## src/rtl/uart_tx_fifo_if.sv

```systemverilog
// Byte-push and serial-status bundle for uart_tx_fifo.
// Define UART_TX_PARITY_EN to add the parity_odd select.
interface uart_tx_fifo_if #(
    parameter int unsigned ADDR_W = 4
);
    logic [2:0]      Baud_Set;
    logic            wr_en;
    logic [7:0]      wr_data;
    logic            full;
    logic            empty;
    logic [ADDR_W:0] level;
    logic            overflow;
    logic            tx;
    logic            tx_busy;
    logic            tx_done;
`ifdef UART_TX_PARITY_EN
    logic            parity_odd;

    modport master (
        output Baud_Set, wr_en, wr_data, parity_odd,
        input  full, empty, level, overflow, tx, tx_busy, tx_done
    );
    modport slave (
        input  Baud_Set, wr_en, wr_data, parity_odd,
        output full, empty, level, overflow, tx, tx_busy, tx_done
    );
`else
    modport master (
        output Baud_Set, wr_en, wr_data,
        input  full, empty, level, overflow, tx, tx_busy, tx_done
    );
    modport slave (
        input  Baud_Set, wr_en, wr_data,
        output full, empty, level, overflow, tx, tx_busy, tx_done
    );
`endif
endinterface

```

## src/rtl/uart_tx_fifo.sv

```systemverilog
// Buffered 8N1 UART transmitter: DEPTH-entry FIFO drained back-to-back onto tx.
// Define UART_TX_PARITY_EN to insert a parity bit (even, or odd via parity_odd).
module uart_tx_fifo #(
    parameter int unsigned CLK_FREQ = 50_000_000,
    parameter int unsigned DEPTH    = 16,
    parameter int unsigned ADDR_W   = 4
) (
    input  logic           clk,
    input  logic           rst_n,
    uart_tx_fifo_if.slave  bus
);

    localparam int unsigned DIV_9600   = CLK_FREQ / 9600;
    localparam int unsigned DIV_19200  = CLK_FREQ / 19200;
    localparam int unsigned DIV_38400  = CLK_FREQ / 38400;
    localparam int unsigned DIV_57600  = CLK_FREQ / 57600;
    localparam int unsigned DIV_115200 = CLK_FREQ / 115200;
    localparam int unsigned CNT_W      = (DIV_9600 > 1) ? $clog2(DIV_9600) : 1;

    localparam logic [CNT_W-1:0] M1_9600   = CNT_W'(DIV_9600 - 1);
    localparam logic [CNT_W-1:0] M1_19200  = CNT_W'(DIV_19200 - 1);
    localparam logic [CNT_W-1:0] M1_38400  = CNT_W'(DIV_38400 - 1);
    localparam logic [CNT_W-1:0] M1_57600  = CNT_W'(DIV_57600 - 1);
    localparam logic [CNT_W-1:0] M1_115200 = CNT_W'(DIV_115200 - 1);
    localparam logic [ADDR_W:0]  DEPTH_L   = (ADDR_W + 1)'(DEPTH);

`ifdef UART_TX_PARITY_EN
    typedef enum logic [2:0] {IDLE, START, DATA, PARITY, STOP} state_t;
`else
    typedef enum logic [1:0] {IDLE, START, DATA, STOP} state_t;
`endif

    state_t            state_q, state_d;
    logic [CNT_W-1:0]  cnt_q, cnt_d;
    logic [CNT_W-1:0]  div_q, div_d;
    logic [2:0]        bit_q, bit_d;
    logic [7:0]        shift_q, shift_d;
`ifdef UART_TX_PARITY_EN
    logic              par_q, par_d;
`endif
    logic [ADDR_W-1:0] wr_ptr_q, wr_ptr_d;
    logic [ADDR_W-1:0] rd_ptr_q, rd_ptr_d;
    logic [ADDR_W:0]   level_q, level_d;
    logic              ovf_q, ovf_d;
    logic [7:0]        mem_q [DEPTH];

    logic              full, empty, push, pop, bit_end, tx_done, tx;
    logic [CNT_W-1:0]  sel_div;
    logic [7:0]        head;

    assign full  = (level_q == DEPTH_L);
    assign empty = (level_q == '0);
    assign head  = mem_q[rd_ptr_q];

    always_comb begin
        sel_div = M1_115200;
        case (bus.Baud_Set)
            3'd0:    sel_div = M1_9600;
            3'd1:    sel_div = M1_19200;
            3'd2:    sel_div = M1_38400;
            3'd3:    sel_div = M1_57600;
            default: sel_div = M1_115200;
        endcase
    end

    // Frame sequencer; a pop always coincides with loading a new frame.
    always_comb begin
        state_d = state_q;
        cnt_d   = '0;
        div_d   = div_q;
        bit_d   = bit_q;
        shift_d = shift_q;
`ifdef UART_TX_PARITY_EN
        par_d   = par_q;
`endif
        pop     = 1'b0;
        tx_done = 1'b0;
        tx      = 1'b1;
        bit_end = (cnt_q == div_q);
        if (state_q != IDLE) cnt_d = bit_end ? '0 : cnt_q + CNT_W'(1);
        unique case (state_q)
            IDLE: begin
                if (!empty) begin
                    pop     = 1'b1;
                    state_d = START;
                end
            end
            START: begin
                tx = 1'b0;
                if (bit_end) begin
                    state_d = DATA;
                    bit_d   = '0;
                end
            end
            DATA: begin
                tx = shift_q[0];
                if (bit_end) begin
                    shift_d = {1'b0, shift_q[7:1]};
                    bit_d   = bit_q + 3'd1;
`ifdef UART_TX_PARITY_EN
                    if (bit_q == 3'd7) state_d = PARITY;
`else
                    if (bit_q == 3'd7) state_d = STOP;
`endif
                end
            end
`ifdef UART_TX_PARITY_EN
            PARITY: begin
                tx = par_q;
                if (bit_end) state_d = STOP;
            end
`endif
            STOP: begin
                if (bit_end) begin
                    tx_done = 1'b1;
                    if (!empty) begin
                        pop     = 1'b1;
                        state_d = START;
                    end else begin
                        state_d = IDLE;
                    end
                end
            end
            default: state_d = IDLE;
        endcase
        if (pop) begin
            shift_d = head;
            div_d   = sel_div;
`ifdef UART_TX_PARITY_EN
            par_d   = (^head) ^ bus.parity_odd;
`endif
        end
    end

    // A push into a full FIFO is still taken when the sequencer pops that edge.
    always_comb begin
        push     = bus.wr_en && (!full || pop);
        ovf_d    = bus.wr_en && full && !pop;
        wr_ptr_d = push ? wr_ptr_q + ADDR_W'(1) : wr_ptr_q;
        rd_ptr_d = pop  ? rd_ptr_q + ADDR_W'(1) : rd_ptr_q;
        level_d  = level_q;
        case ({push, pop})
            2'b10:   level_d = level_q + (ADDR_W + 1)'(1);
            2'b01:   level_d = level_q - (ADDR_W + 1)'(1);
            default: level_d = level_q;
        endcase
    end

    always_ff @(posedge clk) begin
        if (!rst_n) begin
            state_q  <= IDLE;
            cnt_q    <= '0;
            div_q    <= M1_115200;
            bit_q    <= '0;
            shift_q  <= '0;
`ifdef UART_TX_PARITY_EN
            par_q    <= 1'b0;
`endif
            wr_ptr_q <= '0;
            rd_ptr_q <= '0;
            level_q  <= '0;
            ovf_q    <= 1'b0;
        end else begin
            state_q  <= state_d;
            cnt_q    <= cnt_d;
            div_q    <= div_d;
            bit_q    <= bit_d;
            shift_q  <= shift_d;
`ifdef UART_TX_PARITY_EN
            par_q    <= par_d;
`endif
            wr_ptr_q <= wr_ptr_d;
            rd_ptr_q <= rd_ptr_d;
            level_q  <= level_d;
            ovf_q    <= ovf_d;
        end
    end

    always_ff @(posedge clk) begin
        if (push) mem_q[wr_ptr_q] <= bus.wr_data;
    end

    assign bus.full     = full;
    assign bus.empty    = empty;
    assign bus.level    = level_q;
    assign bus.overflow = ovf_q;
    assign bus.tx       = tx;
    assign bus.tx_busy  = (state_q != IDLE);
    assign bus.tx_done  = tx_done;

endmodule

```

## src/flat_wrapper.sv

```systemverilog
// flat-port wrapper written by rule: the top's interface ports become plain ports
module uart_tx_fifo_flat 
#(
    parameter int unsigned CLK_FREQ = 50_000_000,
    parameter int unsigned DEPTH    = 16,
    parameter int unsigned ADDR_W   = 4
)
  (clk, rst_n, bus_Baud_Set, bus_wr_en, bus_wr_data, bus_full, bus_empty, bus_level, bus_overflow, bus_tx, bus_tx_busy, bus_tx_done);
  uart_tx_fifo_if #(.ADDR_W(ADDR_W)) bus_i ();
  input  logic clk;
  input  logic rst_n;
  input wire logic [$bits(bus_i.Baud_Set)-1:0] bus_Baud_Set;
  input wire logic [$bits(bus_i.wr_en)-1:0] bus_wr_en;
  input wire logic [$bits(bus_i.wr_data)-1:0] bus_wr_data;
  output wire logic [$bits(bus_i.full)-1:0] bus_full;
  output wire logic [$bits(bus_i.empty)-1:0] bus_empty;
  output wire logic [$bits(bus_i.level)-1:0] bus_level;
  output wire logic [$bits(bus_i.overflow)-1:0] bus_overflow;
  output wire logic [$bits(bus_i.tx)-1:0] bus_tx;
  output wire logic [$bits(bus_i.tx_busy)-1:0] bus_tx_busy;
  output wire logic [$bits(bus_i.tx_done)-1:0] bus_tx_done;
  assign bus_i.Baud_Set = bus_Baud_Set;
  assign bus_i.wr_en = bus_wr_en;
  assign bus_i.wr_data = bus_wr_data;
  assign bus_full = bus_i.full;
  assign bus_empty = bus_i.empty;
  assign bus_level = bus_i.level;
  assign bus_overflow = bus_i.overflow;
  assign bus_tx = bus_i.tx;
  assign bus_tx_busy = bus_i.tx_busy;
  assign bus_tx_done = bus_i.tx_done;
  uart_tx_fifo #(.CLK_FREQ(CLK_FREQ), .DEPTH(DEPTH), .ADDR_W(ADDR_W)) u_core (.clk(clk), .rst_n(rst_n), .bus(bus_i));
endmodule
```

## config.mk

```make
export PLATFORM = sky130hd
export DESIGN_NAME = uart_tx_fifo_flat
export DESIGN_NICKNAME = d
export VERILOG_FILES = /design/src/rtl/uart_tx_fifo_if.sv /design/src/rtl/uart_tx_fifo.sv /design/src/flat_wrapper.sv
export SDC_FILE = /design/constraint.sdc
export NUM_CORES = 1
export LEC_CHECK = 0
export BUFFER_PORTS_ARGS = -buffer_cell sky130_fd_sc_hd__buf_2
export CORE_UTILIZATION = 35
export DETAILED_ROUTE_END_ITERATION = 8
export PLACE_DENSITY = 0.57
export SYNTH_ARGS = -nofsm -noshare
export SYNTH_HDL_FRONTEND = slang
export SYNTH_SLANG_ARGS = --single-unit
export TNS_END_PERCENT = 100
```

## constraint.sdc

```tcl
create_clock -name clk -period 5.9 [get_ports clk]
set_input_delay 0.295 -clock clk [delete_from_list [all_inputs] [get_ports clk]]
set_output_delay 0.295 -clock clk [all_outputs]
set_load 0.02 [all_outputs]
```

==> results of run 1 <==
power by group:
group / switching, mW / internal [mW] / total (mW)
sequential: 0.0823 / 1.47 / 1.55
clock: 0.505 / 0.594 / 1.10
combinational: 0.515 / 0.375 / 0.890
total: 1.10 / 2.44 / 3.54
registers in the layout, indices dropped and copies added (netlist names), named ones only:
name / cells
u_core.bit_q: 3
u_core.bus.level: 5
u_core.bus.overflow: 1
u_core.cnt_q: 13
u_core.div_q: 10
u_core.mem_q: 128
u_core.rd_ptr_q: 4
u_core.shift_q: 8
u_core.state_q: 2
u_core.wr_ptr_q: 4
routing by layer:
layer  part of all wire  GRT usage  wire [um]
met2               0.49      0.244       7600
met3              0.049     0.0274        760
met1               0.45      0.198       6970
met4             0.0069     0.0561        107
met5                  0          0          0
layout by cell type, fill, tap and decap left out, types with 9 or more instances in the layout:
cell,instances
nor2_1,43
clkbuf_16,17
inv_1,12
mux4_2,40
nand4_1,9
nand2_1,35
nor3_1,10
nand3_1,23
dfxtp_1,53
edfxtp_1,128
ha_1,14
buf_2,24
and2_1,9
xnor2_1,27
worst min-delay path by stage:
stage | start | endpoint | slack (ns) | depth (start not counted)
after floorplan | bus_wr_data[0] | u_core.mem_q[0][0]$_DFFE_PP_ | 0.39 | 0
after global routing | bus_wr_en | u_core.bus.overflow$_SDFF_PN0_ | 0.16 | 3
after CTS | bus_wr_en | u_core.bus.overflow$_SDFF_PN0_ | 0.14 | 3
final | bus_wr_en | u_core.bus.overflow$_SDFF_PN0_ | 0.17 | 3
after detailed placement | u_core.bit_q[2]$_SDFFE_PN0P_ | u_core.bit_q[2]$_SDFFE_PN0P_ | 0.48 | 2
after global placement | u_core.bit_q[2]$_SDFFE_PN0P_ | u_core.bit_q[2]$_SDFFE_PN0P_ | 0.46 | 2
logic make-up after synthesis:
kind of cell	share of synthesized area
compound gates	0.0474
xor+xnor	0.0368
fa+ha+maj	0.0230
buf+inv	0.0208
flops	0.646
mux	0.123
simple gates	0.103
final cells by class:
class                      instances  area [um2]  area share
multi-input combinational        295        2540       0.296
timing repair buffer              29         158      0.0184
clock inverter                    13         135      0.0158
clock buffer                      18         429      0.0500
tap                              275         344      0.0401
sequential                       182        4930       0.574
inverter                          12        45.0     0.00525
worst reg2reg max path, stage by stage, from the launching register on:
cell and delay [ns]:
dfxtp_1 0.42, xnor2_1 0.19, nand4_1 0.17, or4_4 0.60
a21oi_1 0.26, o21a_2 0.25, nand2_1 0.13, nor3_1 0.93
==> reports/results.ini, run 1 <==
[critical_path]
crit_required_ns = 5.92
startpoint_type = register
crit_type = reg2reg
cp-end-kind = register
crit_arrival_ns = 3.36
path_max_fanout = 8
crit_chain = xnor2_1 > nand4_1 > or4_4 > a21oi_1 > o21a_2 > nand2_1 > nor3_1
path_buf_inv = 0
r2r_slack_ns = 2.56
cp_top_family = simple AND/OR/NAND/NOR gates
worstSetupEndpoint = u_core.mem_q[0][1]$_DFFE_PP_
slowest_stage = nor3_1
r2r_start = u_core.cnt_q[8]$_SDFF_PP0_
r2r_cells = 7
reg2reg_to = u_core.mem_q[0][1]$_DFFE_PP_
cp.depth = 7
startpoint = u_core.cnt_q[8]$_SDFF_PP0_
max_stage_delay_ns = 0.93

[synth]
ys_top_cells_by_count = edfxtp_1 (128), dfxtp_1 (54), nor2_1 (43), mux4_2 (40), nand2_1 (35)
synth_top_area_frac = 0.504
ys_ff_latch = 182
yosys.area.top_type = edfxtp_1
syn_nets = 542
ys_types = 49
yosysMostFrequentCell = edfxtp_1
yosysSeqAreaShare = 0.646
yosysWarnings = 0
synthTopCellsByArea = edfxtp_1 (50%), dfxtp_1 (14%), mux4_2 (12%), xnor2_1 (3.1%), ha_1 (2.3%)
mappedNetlistArea_um2 = 7630
synth_edf_count = 128
synth_ff_type = edfxtp_1
netlist_instances = 514
avgSynthCellArea_um2 = 14.8
synth-async-reset-ratio = 0

[floorplan]
num_rows = 53
die_y_um = 150
dieArea_um2 = 22400
io_pins = 25
start_util = 0.359
core_um2 = 21200
die_w_um = 150

[routing]
antenna_left = 0
vias = 4251
finalWirelength_um = 15400
drtIter0Drc = 269
wl_per_cell_um = 18.7
via_per_inst = 5.16
drc = 0
firstDrtPassIters = 4

[timing]
final_hold_viol_count = 0
finalCritPeriodShare = 0.567
fin_setup_tns_ns = 0
holdWs_ns = 0.172
drv_slew = 0
setup_viol = 0
finClkSkew_ns = 0.0406
timing.final.ws_setup_ns = 2.56
rsz0062_at_grt = no
worstMarginPinSlew_ns = 1.23
maxSlewHeadroom = 0.175
fin_crit_ns = 3.34
clock.fmax_ghz = 0.299

[placement]
place_ws_ns = 2.58
gp_congestion = 0.866
dpl_cell_area_um2 = 8020
dp.final_hpwl_um = 10100
placed_cells = 793
port_buffers = 24

[run_status]
status = complete, no violations

[min_path]
hp-class = in2reg

[layout]
num-fill-cells = 1951
final_core_util = 0.404
final_layout_size_suffix_gt1_frac = 0.199
antennaDiodeCount = 0
syn2layout_area_growth_pct = 12.5
final_nets = 565
fin_area_um2 = 8580
fin_cells = 824

[cts]
clockRootBuffer = clkbuf_16
hold_buffers = 0
cts_tree = yes
clk_latency_ns = 0.44
cts_sinks = 182
cts_resized = 0
path_clk_slew_ns = 0.07
htreeDepth = 4
ctsLongestPathBuffers = 2
cts_buffers = 17
post_cts.repair.setup_buffers = 0

[global_routing]
grt_pass1_wl_um = 24400
antenna_found_initial = 0
overflow = 0
grt_max_degree = 41
grt.total_usage = 0.150
grt_pass1_vias = 4299

[pwr]
ir_drop_mv = 0.199
power_density_nw_per_um2 = 413
leakage_nw = 2.85
p_total_mw = 3.54

[flow_run]
cap_violations = 0

No activity file was read; power rests on OpenSTA's default activity.
==> inputs of run 2 (changes only) <==
--- a/config.mk
+++ b/config.mk
@@ -5,10 +5,11 @@
 export SDC_FILE = /design/constraint.sdc
 export NUM_CORES = 1
 export LEC_CHECK = 0
+export ABC_AREA = 1
 export BUFFER_PORTS_ARGS = -buffer_cell sky130_fd_sc_hd__buf_2
 export CORE_UTILIZATION = 35
 export DETAILED_ROUTE_END_ITERATION = 8
-export PLACE_DENSITY = 0.57
+export PLACE_DENSITY = 0.59
 export SYNTH_ARGS = -nofsm -noshare
 export SYNTH_HDL_FRONTEND = slang
 export SYNTH_SLANG_ARGS = --single-unit
==> constraint.sdc (replaced) <==
create_clock -name clk -period 2.9 [get_ports clk]
set_input_delay 0.145 -clock clk [delete_from_list [all_inputs] [get_ports clk]]
set_output_delay 0.145 -clock clk [all_outputs]
set_load 0.02 [all_outputs]
==> run 2 against run 1 <==
Against the previous run:
- hold slack worse by 0.14 ns
- core utilization up 0.86 points
- clock power is 120% higher
- critical path type unchanged
==> reports/results.ini, run 2 <==
[timing]
finalCritPeriodShare = 0.824
fin_crit_ns = 2.39
rsz0062_at_grt = no
setup_viol = 0
timing.final.ws_setup_ns = 0.511
worstMarginPinSlew_ns = 0.659
finClkSkew_ns = 0.0185
drv_slew = 0
final_hold_viol_count = 0
fin_setup_tns_ns = 0
maxSlewHeadroom = 0.560
clock.fmax_ghz = 0.419

[synth]
avgSynthCellArea_um2 = 10.6
yosysSeqAreaShare = 0.622
yosysMostFrequentCell = edfxtp_1
synth_edf_count = 128
synth_top_area_frac = 0.485
netlist_instances = 745
mappedNetlistArea_um2 = 7920
ys_types = 46
synthTopCellsByArea = edfxtp_1 (49%), dfxtp_1 (14%), o21ai_0 (5.5%), nand2_1 (4.3%), mux2i_1 (3.9%)
yosysWarnings = 0
ys_top_cells_by_count = edfxtp_1 (128), nand2_1 (90), o21ai_0 (87), inv_1 (79), nor2_1 (56)
synth-async-reset-ratio = 0
yosys.area.top_type = edfxtp_1
syn_nets = 773
synth_ff_type = edfxtp_1
ys_ff_latch = 182

[layout]
largest-register = u_core.mem_q
final_cell_mix = edfxtp_1 (128), nand2_1 (90), o21ai_0 (87), inv_1 (79), nor2_1 (56)
layout_commonest_cell = edfxtp_1
num-fill-cells = 2105
antennaDiodeCount = 0
largest_reg_flops = 128
final_layout_size_suffix_gt1_frac = 0.143
final_nets = 812
syn2layout_area_growth_pct = 14.8
largest_registers = u_core.mem_q (128), u_core.cnt_q (13), u_core.div_q (10)

[global_routing]
grt_max_degree = 55
grt_pass1_vias = 5111
grt.met3_usage = 0.0370
met1_usage = 0.210
grt.total_usage = 0.152
grt_busiest_layer = met2
overflow = 0
grt_util_met2 = 0.237
antenna_found_initial = 0
grt_pass1_wl_um = 27200

[cts]
ctsLongestPathBuffers = 2
path_clk_slew_ns = 0.08
clk_latency_ns = 0.44
htreeDepth = 4
clockRootBuffer = clkbuf_16
cts_tree = yes
cts_buffers = 17
cts_sinks = 182

[critical_path]
startpoint_type = register
r2r_slack_ns = 0.51
r2r_start = u_core.cnt_q[5]$_SDFF_PP0_
crit_type = reg2reg
r2r_cells = 15
reg2reg_to = u_core.mem_q[3][7]$_DFFE_PP_
crit_required_ns = 3.04
crit_arrival_ns = 2.53
cp-end-kind = register
path_max_fanout = 22

[pwr]
ir_drop_mv = 0.399
leakage_nw = 3.37
power_density_nw_per_um2 = 845

[run_status]
status = complete, no violations

[floorplan]
start_util = 0.360
die_y_um = 152
core_um2 = 22000
num_rows = 54
dieArea_um2 = 23200
die_w_um = 152
io_pins = 25

[placement]
place_ws_ns = 0.532
port_buffers = 24
dp.final_hpwl_um = 11300
gp_congestion = 0.829

[routing]
wl_per_cell_um = 15.5
drtIter0Drc = 333
finalWirelength_um = 16700
drc = 0
vias = 5375
firstDrtPassIters = 7
via_per_inst = 4.99
antenna_left = 0

[min_path]
worstHoldStart = bus_Baud_Set[2]
hp-class = in2reg
min_delay_worst_endpoint = u_core.div_q[5]$_SDFFE_PN1N_
worstHoldPathCells = 3

[flow_run]
cap_violations = 0

## run 2: changes by cell type after synthesis, sizes merged, moves of 9 or more
cell	delta
nand2	+64
a21oi	+47
a21boi	-9
o211ai	+11
nor2	+15
mux4	-40
mux2i	+27
inv	+80
and2	-9
o21ai	+86
xnor2	-24
## run 2: critical path, stage by stage (launching register included)
cell	delay, ns
dfxtp_1	0.41
inv_2	0.08
nand2_1	0.09
nand2_1	0.06
nor2_1	0.08
nand2_1	0.05
nor2_1	0.11
nand3_1	0.10
nand2_2	0.13
nand2_4	0.19
nand2_4	0.12
nand2_4	0.07
inv_4	0.10
nand2_1	0.17
nor2_1	0.13
buf_4	0.20
## run 2: metal layers
metal | routed length, um | part of all wire | vias up
li1 | - | - | 2677
met1 | 8170 | 0.49 | 2553
met2 | 7540 | 0.45 | 125
met3 | 797 | 0.048 | 20
met4 | 199 | 0.012 | 0
met5 | 0 | 0 | -
## run 2: cell type report
| class | count | area, um2 | share of cell area |
|---|---|---|---|
| clock inverters | 15 | 204 | 0.0224 |
| multi-input cells | 440 | 2500 | 0.275 |
| clock buffers | 17 | 425 | 0.0468 |
| inverters | 94 | 355 | 0.0391 |
| repair buffers | 49 | 325 | 0.0358 |
| flip-flops and latches | 182 | 4930 | 0.542 |
| well taps | 280 | 350 | 0.0385 |
## run 2: how the worst max path moves through the flow
| stage | from | endpoint | slack, ns | cells past startpoint |
|---|---|---|---|---|
| final | u_core.cnt_q[5]$_SDFF_PP0_ | u_core.mem_q[3][7]$_DFFE_PP_ | 0.51 | 15 |
| after global routing | u_core.cnt_q[5]$_SDFF_PP0_ | u_core.mem_q[7][1]$_DFFE_PP_ | 0.28 | 15 |
| after CTS | u_core.cnt_q[5]$_SDFF_PP0_ | u_core.mem_q[15][6]$_DFFE_PP_ | 0.52 | 15 |
| after detailed placement | u_core.cnt_q[6]$_SDFF_PP0_ | u_core.mem_q[15][1]$_DFFE_PP_ | 0.53 | 15 |
| after global placement | u_core.cnt_q[7]$_SDFF_PP0_ | u_core.mem_q[3][2]$_DFFE_PP_ | 0.57 | 15 |
| after floorplan | u_core.state_q[0]$_SDFFE_PN0P_ | u_core.bus.level[4]$_SDFFE_PN0P_ | 0.78 | 13 |
## run 2: through the flow
step                cell area [um2]  total power, mW  hold WS [ns]   util  cells
floorplan                      7920             4.82         0.238      -    745
global placement               8440             5.36         0.378  0.383   1043
detailed placement             8440             5.36         0.385  0.383   1043
CTS                            9090             7.75        0.0135  0.413   1077
global route                   9090             8.16        0.0493  0.413   1077
finish                         9090             7.68        0.0352  0.413   1077
## run 2: cell families after synthesis
logic type | Yosys count | share of synthesized area
AO/OA/AOI/OAI | 181 | 0.126
adder cells (fa/ha/maj) | 14 | 0.0221
buffers and inverters | 123 | 0.0619
XOR/XNOR | 8 | 0.00885
AND/OR/NAND/NOR | 205 | 0.118
multiplexers | 32 | 0.0406
flip-flops | 182 | 0.622
## run 2: repair_timing
action | CTS | global route
resized for setup | 0 | 0
buffers inserted | 0 | 0
endpoints found under the hold margin | 2 | 0
hold buffers | 2 | 0
## run 2: report_power, final
| part | switching (mW) | internal [mW] | total (mW) | leakage [nW] |
|---|---|---|---|---|
| Clock | 1.19 | 1.20 | 2.39 | 0.303 |
| Sequential | 0.226 | 2.99 | 3.22 | 1.60 |
| Combinational | 1.35 | 0.722 | 2.07 | 1.47 |
==> inputs of run 3 (changes only) <==
--- a/config.mk
+++ b/config.mk
@@ -9,7 +9,7 @@
 export BUFFER_PORTS_ARGS = -buffer_cell sky130_fd_sc_hd__buf_2
 export CORE_UTILIZATION = 35
 export DETAILED_ROUTE_END_ITERATION = 8
-export PLACE_DENSITY = 0.59
+export PLACE_DENSITY = 0.57
 export SYNTH_ARGS = -nofsm -noshare
 export SYNTH_HDL_FRONTEND = slang
 export SYNTH_SLANG_ARGS = --single-unit
==> constraint.sdc (replaced) <==
create_clock -name clk -period 2.4 [get_ports clk]
set_input_delay 0.12 -clock clk [delete_from_list [all_inputs] [get_ports clk]]
set_output_delay 0.12 -clock clk [all_outputs]
set_load 0.02 [all_outputs]
==> run 3 against run 2 <==
Against the previous run:
- clock power increased by 23%
- largest cell class unchanged
- flip-flop and latch count unchanged
- routed wire length increased by 2.7%
- critical endpoint is now u_core.mem_q[15][7]$_DFFE_PP_
- highest routed layer unchanged
- first-iteration DRC count increased by 22%
- critical path depth unchanged
==> reports/results.ini, run 3 (synthesis results as in run 2) <==
[critical_path]
crit_type = reg2reg
cp-end-kind = register
max_stage_delay_ns = 0.45
slowest_stage = dfxtp_1
crit_required_ns = 2.53
startpoint_type = register
crit_arrival_ns = 2.38
startpoint = u_core.cnt_q[9]$_SDFF_PP0_
crit_path_frequent_cell = nand2_4
crit_chain = inv_2 > nand2_2 > nand2_1 > nor2_1 > nand2_1 > nor2_1 > nand3_1 > nand2_4 > nand2_4 > nand2_4 > nand2_4 > inv_4 > nand2_1 > nor2_1 > buf_4
path_max_fanout = 8
r2r_start = u_core.cnt_q[9]$_SDFF_PP0_

[cts]
ctsLongestPathBuffers = 2
clockRootBuffer = clkbuf_16
cts_buffers = 17
cts_tree = yes
htreeDepth = 4
cts_sinks = 182
path_clk_slew_ns = 0.07
clk_latency_ns = 0.44

[floorplan]
start_util = 0.360
die_y_um = 152
num_rows = 54
dieArea_um2 = 23200
core_um2 = 22000
die_w_um = 152
io_pins = 25

[min_path]
worstHoldStart = bus_wr_data[1]
hp-class = in2reg

[layout]
fin_cells = 1087
layout_commonest_cell = edfxtp_1
largest_registers = u_core.mem_q (128), u_core.cnt_q (13), u_core.div_q (10)
antennaDiodeCount = 0
largest_reg_flops = 128
fin_area_um2 = 9220
final_cell_mix = edfxtp_1 (128), nand2_1 (88), o21ai_0 (87), inv_1 (78)
final_core_util = 0.419
final_nets = 822
final_layout_size_suffix_gt1_frac = 0.167
largest-register = u_core.mem_q
syn2layout_area_growth_pct = 16.4

[routing]
firstDrtPassIters = 7
vias = 5323
drc = 0
drtIter0Drc = 405
via_per_inst = 4.90
antenna_left = 0
finalWirelength_um = 17200
wl_per_cell_um = 15.8

[timing]
fin_setup_tns_ns = 0
fin_crit_ns = 2.25
worstMarginPinSlew_ns = 0.521
holdWs_ns = 0.0859
finClkSkew_ns = 0.0137
maxSlewHeadroom = 0.652
timing.final.ws_setup_ns = 0.151
final_hold_viol_count = 0
clock.fmax_ghz = 0.445
finalCritPeriodShare = 0.937
setup_viol = 0
rsz0062_at_grt = yes
drv_slew = 0

[global_routing]
grt.total_usage = 0.154
grt_max_degree = 40
antenna_found_initial = 0
grt_pass1_wl_um = 27600
overflow = 0
grt_pass1_vias = 5056

[pwr]
power_density_nw_per_um2 = 1030
leakage_nw = 3.44
p_total_mw = 9.52
ir_drop_mv = 0.477

[placement]
gp_congestion = 0.882
placed_cells = 1049
dpl_cell_area_um2 = 8500
place_ws_ns = 0.0950
dp.final_hpwl_um = 11200
port_buffers = 24

[run_status]
status = complete, no violations

[flow_run]
cap_violations = 0

-- run 3: cell types whose count changed in the layout (fill, tap and decap cells not counted), sizes merged --
| cell | change |
|---|---|
| buf | +8 |
| clkinv | -1 |
| inv | -1 |
| bufinv | +2 |
| dlygate4sd3 | +2 |
-- run 3: final cells by class --
type | instances | area [um2]
well taps | 280 | 350
repair buffers | 59 | 418
clock buffers | 17 | 425
fillers | 2137 | 12800
flip-flops and latches | 182 | 4940
inverters | 94 | 355
clock inverters | 15 | 203
multi-input cells | 440 | 2530
-- run 3: power breakdown --
part / total (mW) / switching (mW) / internal [mW]
clock: 2.93 / 1.33 / 1.60
combinational: 2.75 / 1.75 / 0.990
sequential: 3.84 / 0.221 / 3.62
-- run 3: layer usage --
layer,global-route usage,part of all wire,up-vias
li1,-,-,2692
met1,0.217,0.50,2506
met2,0.240,0.45,113
met3,0.0284,0.042,12
met4,0.0447,0.0089,0
met5,0,0,-
-- run 3: path summary, 6_finish.rpt --
| path | endpoint | slack, ns | depth (start not counted) |
|---|---|---|---|
| setup / recovery | u_core.mem_q[15][7]$_DFFE_PP_ | 0.15 | 15 |
| hold / removal | u_core.mem_q[9][1]$_DFFE_PP_ | 0.09 | 1 |
| setup reg to reg | u_core.mem_q[15][7]$_DFFE_PP_ | 0.15 | 15 |
| hold reg to reg | u_core.rd_ptr_q[2]$_SDFFE_PN0N_ | 0.46 | 1 |
-- run 3: what timing repair did --
item,CTS,global route
setup endpoints to repair,0,117
hold buffers,4,0
setup buffers,0,2
resized for setup,0,16
endpoints found under the hold margin,4,0
-- run 3: worst max-delay path, delay by kind of cell, from the launching register on --
family | cells | cell delay (ns)
DFF | 1 | 0.45
and+or+nand+nor | 12 | 1.14
buffers and inverters | 3 | 0.35
